===== src/rtl/ascensor_pkg.sv =====
// Shared encodings for the elevator request dispatcher: floor codes, the
// "no request" destination, sweep directions and dispatcher states.
package ascensor_pkg;

  typedef enum logic [1:0] {
    PISO_MENOS_UNO = 2'b00,
    PISO_UNO       = 2'b01,
    PISO_DOS       = 2'b10,
    PISO_TRES      = 2'b11
  } piso_t;

  localparam logic [2:0] DESTINO_NADA = 3'b100;

  typedef enum logic [1:0] {
    DIR_NADA,
    DIR_ARRIBA,
    DIR_ABAJO
  } dir_t;

  typedef enum logic [1:0] {
    LIBRE,
    EMITIR,
    VIAJE
  } estado_t;

  // Floor code and destination code differ only by the "no request" flag bit.
  function automatic logic [2:0] destino_de(input logic [1:0] p);
    return {1'b0, p};
  endfunction

endpackage


===== src/rtl/selector_destino.sv =====
// Combinational SCAN picker: nearest pending floor in the current sweep
// direction, reversing only when nothing is left ahead of the car.
module selector_destino
  import ascensor_pkg::*;
(
  input  logic [3:0] pendientes,
  input  logic [1:0] piso,
  input  logic       sentido,
  output logic       valido,
  output logic [1:0] objetivo,
  output logic       nuevo_sentido
);

  logic       hay_arriba;
  logic       hay_abajo;
  logic [1:0] cerca_arriba;
  logic [1:0] cerca_abajo;
  dir_t       dir;

  // NOTE: every variable written in an always_comb gets a default first, otherwise a latch is inferred.
  always_comb begin
    hay_arriba   = 1'b0;
    hay_abajo    = 1'b0;
    cerca_arriba = '0;
    cerca_abajo  = '0;
    // Scan order makes the last hit the nearest one in each direction.
    for (int i = 3; i >= 0; i--) begin
      if (pendientes[i] && (2'(i) > piso)) begin
        hay_arriba   = 1'b1;
        cerca_arriba = 2'(i);
      end
    end
    for (int i = 0; i < 4; i++) begin
      if (pendientes[i] && (2'(i) < piso)) begin
        hay_abajo   = 1'b1;
        cerca_abajo = 2'(i);
      end
    end
  end

  always_comb begin
    dir = DIR_NADA;
    if (sentido) begin
      if (hay_arriba)     dir = DIR_ARRIBA;
      else if (hay_abajo) dir = DIR_ABAJO;
    end else begin
      if (hay_abajo)       dir = DIR_ABAJO;
      else if (hay_arriba) dir = DIR_ARRIBA;
    end
  end

  assign valido        = (dir != DIR_NADA);
  assign objetivo      = (dir == DIR_ABAJO) ? cerca_abajo : cerca_arriba;
  assign nuevo_sentido = (dir == DIR_ARRIBA) ? 1'b1 :
                         (dir == DIR_ABAJO)  ? 1'b0 : sentido;

endmodule


===== src/rtl/despachador_destinos.sv =====
// Request dispatcher for the elevator car: latches call buttons, issues one
// SCAN-selected destination at a time and clears it once the car arrives.
module despachador_destinos
  import ascensor_pkg::*;
#(
  parameter int ACK_TIMEOUT = 16,
  parameter int N_PISOS     = 4
) (
  input  logic               clk,
  input  logic               rst,
  input  logic [N_PISOS-1:0] botones,
  input  logic [1:0]         piso,
  input  logic               ocupado,
  output logic [2:0]         destino,
  output logic [N_PISOS-1:0] pendientes,
  output logic               sentido,
  output logic               activo
);

  localparam int CW = $clog2(ACK_TIMEOUT + 1);

  logic [N_PISOS-1:0] sync1, sync2, previo, flanco, limpiar;
  logic               ocupado_q;
  estado_t            estado, estado_d;
  logic [1:0]         objetivo, objetivo_d;
  logic [CW-1:0]      contador, contador_d;
  logic [2:0]         destino_d;
  logic               sentido_d, activo_d;

  logic               sel_valido;
  logic [1:0]         sel_objetivo;
  logic               sel_sentido;

  selector_destino u_selector (
    .pendientes    (pendientes),
    .piso          (piso),
    .sentido       (sentido),
    .valido        (sel_valido),
    .objetivo      (sel_objetivo),
    .nuevo_sentido (sel_sentido)
  );

  assign flanco = sync2 & ~previo;

  always_comb begin
    estado_d   = estado;
    objetivo_d = objetivo;
    contador_d = contador;
    destino_d  = destino;
    sentido_d  = sentido;
    activo_d   = activo;
    limpiar    = '0;
    unique case (estado)
      LIBRE: begin
        destino_d = DESTINO_NADA;
        activo_d  = 1'b0;
        if (!ocupado) begin
          if (pendientes[piso]) begin
            limpiar[piso] = 1'b1;
          end else if (sel_valido) begin
            objetivo_d = sel_objetivo;
            sentido_d  = sel_sentido;
            destino_d  = destino_de(sel_objetivo);
            activo_d   = 1'b1;
            contador_d = '0;
            estado_d   = EMITIR;
          end
        end
      end
      EMITIR: begin
        if (ocupado) begin
          contador_d = '0;
          estado_d   = VIAJE;
        end else if (contador == CW'(ACK_TIMEOUT - 1)) begin
          contador_d = '0;
          destino_d  = DESTINO_NADA;
          activo_d   = 1'b0;
          estado_d   = LIBRE;
        end else begin
          contador_d = contador + 1'b1;
        end
      end
      VIAJE: begin
        if (ocupado_q && !ocupado) begin
          if (piso == objetivo) limpiar[objetivo] = 1'b1;
          destino_d = DESTINO_NADA;
          activo_d  = 1'b0;
          estado_d  = LIBRE;
        end
      end
      default: estado_d = LIBRE;
    endcase
  end

  // NOTE: sequential state uses non-blocking assignments so every flop samples pre-edge values.
  always_ff @(posedge clk or posedge rst) begin
    if (rst) begin
      sync1      <= '0;
      sync2      <= '0;
      previo     <= '0;
      ocupado_q  <= 1'b0;
      estado     <= LIBRE;
      objetivo   <= '0;
      contador   <= '0;
      destino    <= DESTINO_NADA;
      pendientes <= '0;
      sentido    <= 1'b1;
      activo     <= 1'b0;
    end else begin
      sync1      <= botones;
      sync2      <= sync1;
      previo     <= sync2;
      ocupado_q  <= ocupado;
      estado     <= estado_d;
      objetivo   <= objetivo_d;
      contador   <= contador_d;
      destino    <= destino_d;
      sentido    <= sentido_d;
      activo     <= activo_d;
      // A fresh press on the same cycle as its clear keeps the lamp lit.
      pendientes <= (pendientes & ~limpiar) | flanco;
    end
  end

endmodule


===== config.mk =====
export PLATFORM = sky130hd
export DESIGN_NAME = despachador_destinos
export DESIGN_NICKNAME = d
export VERILOG_FILES = /design/src/rtl/ascensor_pkg.sv /design/src/rtl/selector_destino.sv /design/src/rtl/despachador_destinos.sv
export SDC_FILE = /design/constraint.sdc
export NUM_CORES = 1
export LEC_CHECK = 0
export CAP_MARGIN = 5
export CORE_ASPECT_RATIO = 2
export CORE_MARGIN = 5
export CORE_UTILIZATION = 49
export DETAILED_ROUTE_END_ITERATION = 7
export MAX_ROUTING_LAYER = met4
export PLACE_DENSITY = 0.74
export SLEW_MARGIN = 20
export SYNTH_ARGS = -nofsm -noshare
export SYNTH_HDL_FRONTEND = slang
export SYNTH_SLANG_ARGS = --single-unit

===== constraint.sdc =====
create_clock -name clk -period 2.3 [get_ports clk]
set_clock_uncertainty 0.1 [all_clocks]
set_input_delay 0.46 -clock clk [delete_from_list [all_inputs] [get_ports clk]]
set_output_delay 0.46 -clock clk [all_outputs]
set_load 0.005 [all_outputs]

==> results.yml <==
status:
  violations: "negative setup slack"
  status: "complete, but fails checks"
synthesis:
  ys_types: 39
  synth_ff_type: "dfrtp_1"
  syn-num-nets: 167
  ys_ff_latch: 31
  ys_seq_area_share_pct: 49.8
  syn_avg_cell_area_um2: 10.4
  netlist.area_leader.share_pct: 46.5
  synth_top_area_cell: "dfrtp_1"
  synth_area_leaders: "dfrtp_1 (46%), ha_1 (6.4%), dfstp_2 (3.4%), inv_1 (3.4%), mux2i_1 (3.2%)"
  async_reset_ff_share_pct: 100
  yosysWarnings: 0
  syn_inst: 150
  netlist_area_um2: 1560
  yosysMostFrequentCell: "dfrtp_1"
  synthTopCellsByCount: "dfrtp_1 (29), inv_1 (14), o21ai_0 (10)"
  synth_edf_count: 0
flow_run:
  max_cap_viol_count: 0
timing:
  slew_headroom_pct: 62.1
  post-route-min-period_ns: 2.33
  rsz0062_at_grt: "yes"
  drv_slew: 0
  worstMarginPinSlew_ns: 0.563
  finalSetupViolations: 2
  fmax_mhz: 430
  hold_viol: 0
  fin_setup_tns_ns: -0.0356
  post-route-period-util_pct: 101
  layout_setup_ws_ns: -0.0265
clock_tree:
  cts_max_path_buffers: 2
  cts_tree: "yes"
  cts_buffers: 5
  root_buffer: "clkbuf_8"
  htreeDepth: 2
  clock-sinks: 31
  cts.clk_slew.worst_paths_ns: 0.06
  clk-insertion-delay-late_ns: 0.28
setup_path:
  crit_path_start: "piso[1]"
  crit_family: "compound AO/OA/AOI/OAI gates"
  crit_type: "in2reg"
  cp-end-kind: "flop"
  critPathSlowestCell: "a22oi_2"
  critPathArrivalTime_ns: 2.39
  path_depth: 9
  crit_top_cell: "a21o_1"
  start_kind: "input port"
  critPathRequiredTime_ns: 2.37
  rr_worst_depth: 9
  slowest_delay_ns: 0.39
  r2r-start: "pendientes[2]"
  ff2ff_setup_slack_ns: -0.03
  cp_cell_sequence: "clkdlybuf4s15_1 -> a21o_1 -> a21oi_2 -> a21o_1 -> ha_4 -> nor3b_4 -> a22oi_2 -> nand4bb_4 -> a21bo_1"
  timing.critical_path.buf_inv: 1
  r2r_end: "activo"
  endpoint: "activo"
  crit_path_max_fanout: 8
global_route:
  grt_pass1_wl_mm: 6.10
  antenna_found_initial: 0
  grt_overflow: 0
  grt_pass1_vias: 1394
  grt_max_degree: 32
  track_usage_pct: 17.8
routing:
  wire_per_inst_um: 16.7
  drc_errors: 0
  drtIter0Drc: 32
  drt_wl_total_mm: 3.69
  viasPerCell: 5.84
  ant_nets: 0
  dr.pass1.iters: 4
  routed-via-count: 1291
finish:
  area_growth_syn_to_layout_pct: 35.1
  fillers: 242
  antenna_cells: 0
  fin_nets: 206
  drive_gt1_share_pct: 23.2
floorplan:
  coreArea_um2: 3120
  die_w_um: 49.9
  ios: 18
  initial_core_util_pct: 50.0
  die-area_um2: 4480
  die_h_um: 89.8
  num_rows: 29
power:
  ir_drop_mv: 0.705
  p_per_area_nw_per_um2: 1020
  p_leak_nw: 0.955
placed_design:
  place_congestion: 0.857
  port-buffer-count: 17
  dp_hpwl_mm: 2.72
  place_ws_ns: -0.573
min_path:
  hp-class: "reg2reg"
-- cell families after synthesis --
logic type,count (synthesis),share of synthesized area (%)
buffers and inverters,18,4.49
flip-flops,31,49.8
AND/OR/NAND/NOR,42,14.3
adder cells (fa/ha/maj),8,6.41
AO/OA/AOI/OAI,44,20.0
multiplexers,7,4.89
-- per-layer routing --
layer	vias to the layer above	share of wire, %	track usage, %
met1	623	36	17.0
met4	0	4.6	12.7
met5	-	0	-
met2	35	56	30.5
met3	16	3.9	3.15
li1	617	-	-
-- cells in the final DEF, fill, tap and decap left out, types with 4 or more instances in the layout --
master           count
a21oi_1              5
a41oi_1              4
buf_4               19
clkbuf_8             5
clkdlybuf4s50_1     15
dfrtp_1             29
ha_1                 7
inv_1               13
mux2i_1              5
nand2_1              9
nand2b_1             6
nand3_1              7
nor2_1               6
o21ai_0              9
-- state kept, by name (all words and copies together) (netlist names) --
signal / cells
previo: 4
sync1: 4
pendientes: 4
ocupado_q: 1
destino: 3
sentido: 1
activo: 1
estado: 2
sync2: 4
objetivo: 2
contador: 5
-- power by group --
| group | leakage [nW] | switching (mW) | internal [mW] |
|---|---|---|---|
| sequential | 0.375 | 0.0842 | 0.644 |
| combinational | 0.522 | 0.455 | 0.427 |
| clock | 0.0581 | 0.210 | 0.322 |
| total | 0.955 | 0.749 | 1.39 |
-- how the worst min path moves through the flow --
stage | startpoint | endpoint | depth (start not counted)
2_1_floorplan | sync1[0] | sync2[0] | 0
3_3_place_gp | sync1[1] | sync2[1] | 0
3_5_place_dp | sync1[0] | sync2[0] | 0
4_1_cts | sync1[0] | sync2[0] | 0
5_1_grt | sync1[0] | sync2[0] | 0
6_report | sync1[0] | sync2[0] | 0
-- per-stage QoR --
stage / power (mW) / hold WS [ns] / area, um^2 / utilization (%) / std cells
finish: 2.14 / 0.250 / 2110 / 67.6 / 221
global route: 2.27 / 0.265 / 2110 / 67.6 / 221
CTS: 2.12 / 0.251 / 2080 / 66.8 / 219
detailed placement: 1.52 / 0.236 / 1900 / 60.8 / 209
global placement: 1.47 / 0.232 / 1900 / 60.8 / 209
floorplan: 1.21 / 0.231 / 1600 / - / 150
-- layout make-up --
cell class	count	area [um^2]	area share (%)
flip-flops and latches	31	778	36.9
repair buffers	36	312	14.8
clock buffers	5	68.8	3.26
clock inverters	3	43.8	2.08
inverters	14	52.6	2.49
multi-input cells	101	816	38.7
well taps	31	38.8	1.84
-- repair_timing --
action,4_1_cts,5_1_grt
hold buffers,0,0
resized for setup,8,3
endpoints found under the setup margin,14,12
hold endpoints to repair,0,0
setup buffers,2,2
pin swaps,7,6
Note: power is estimated with default switching activity, not from simulation.
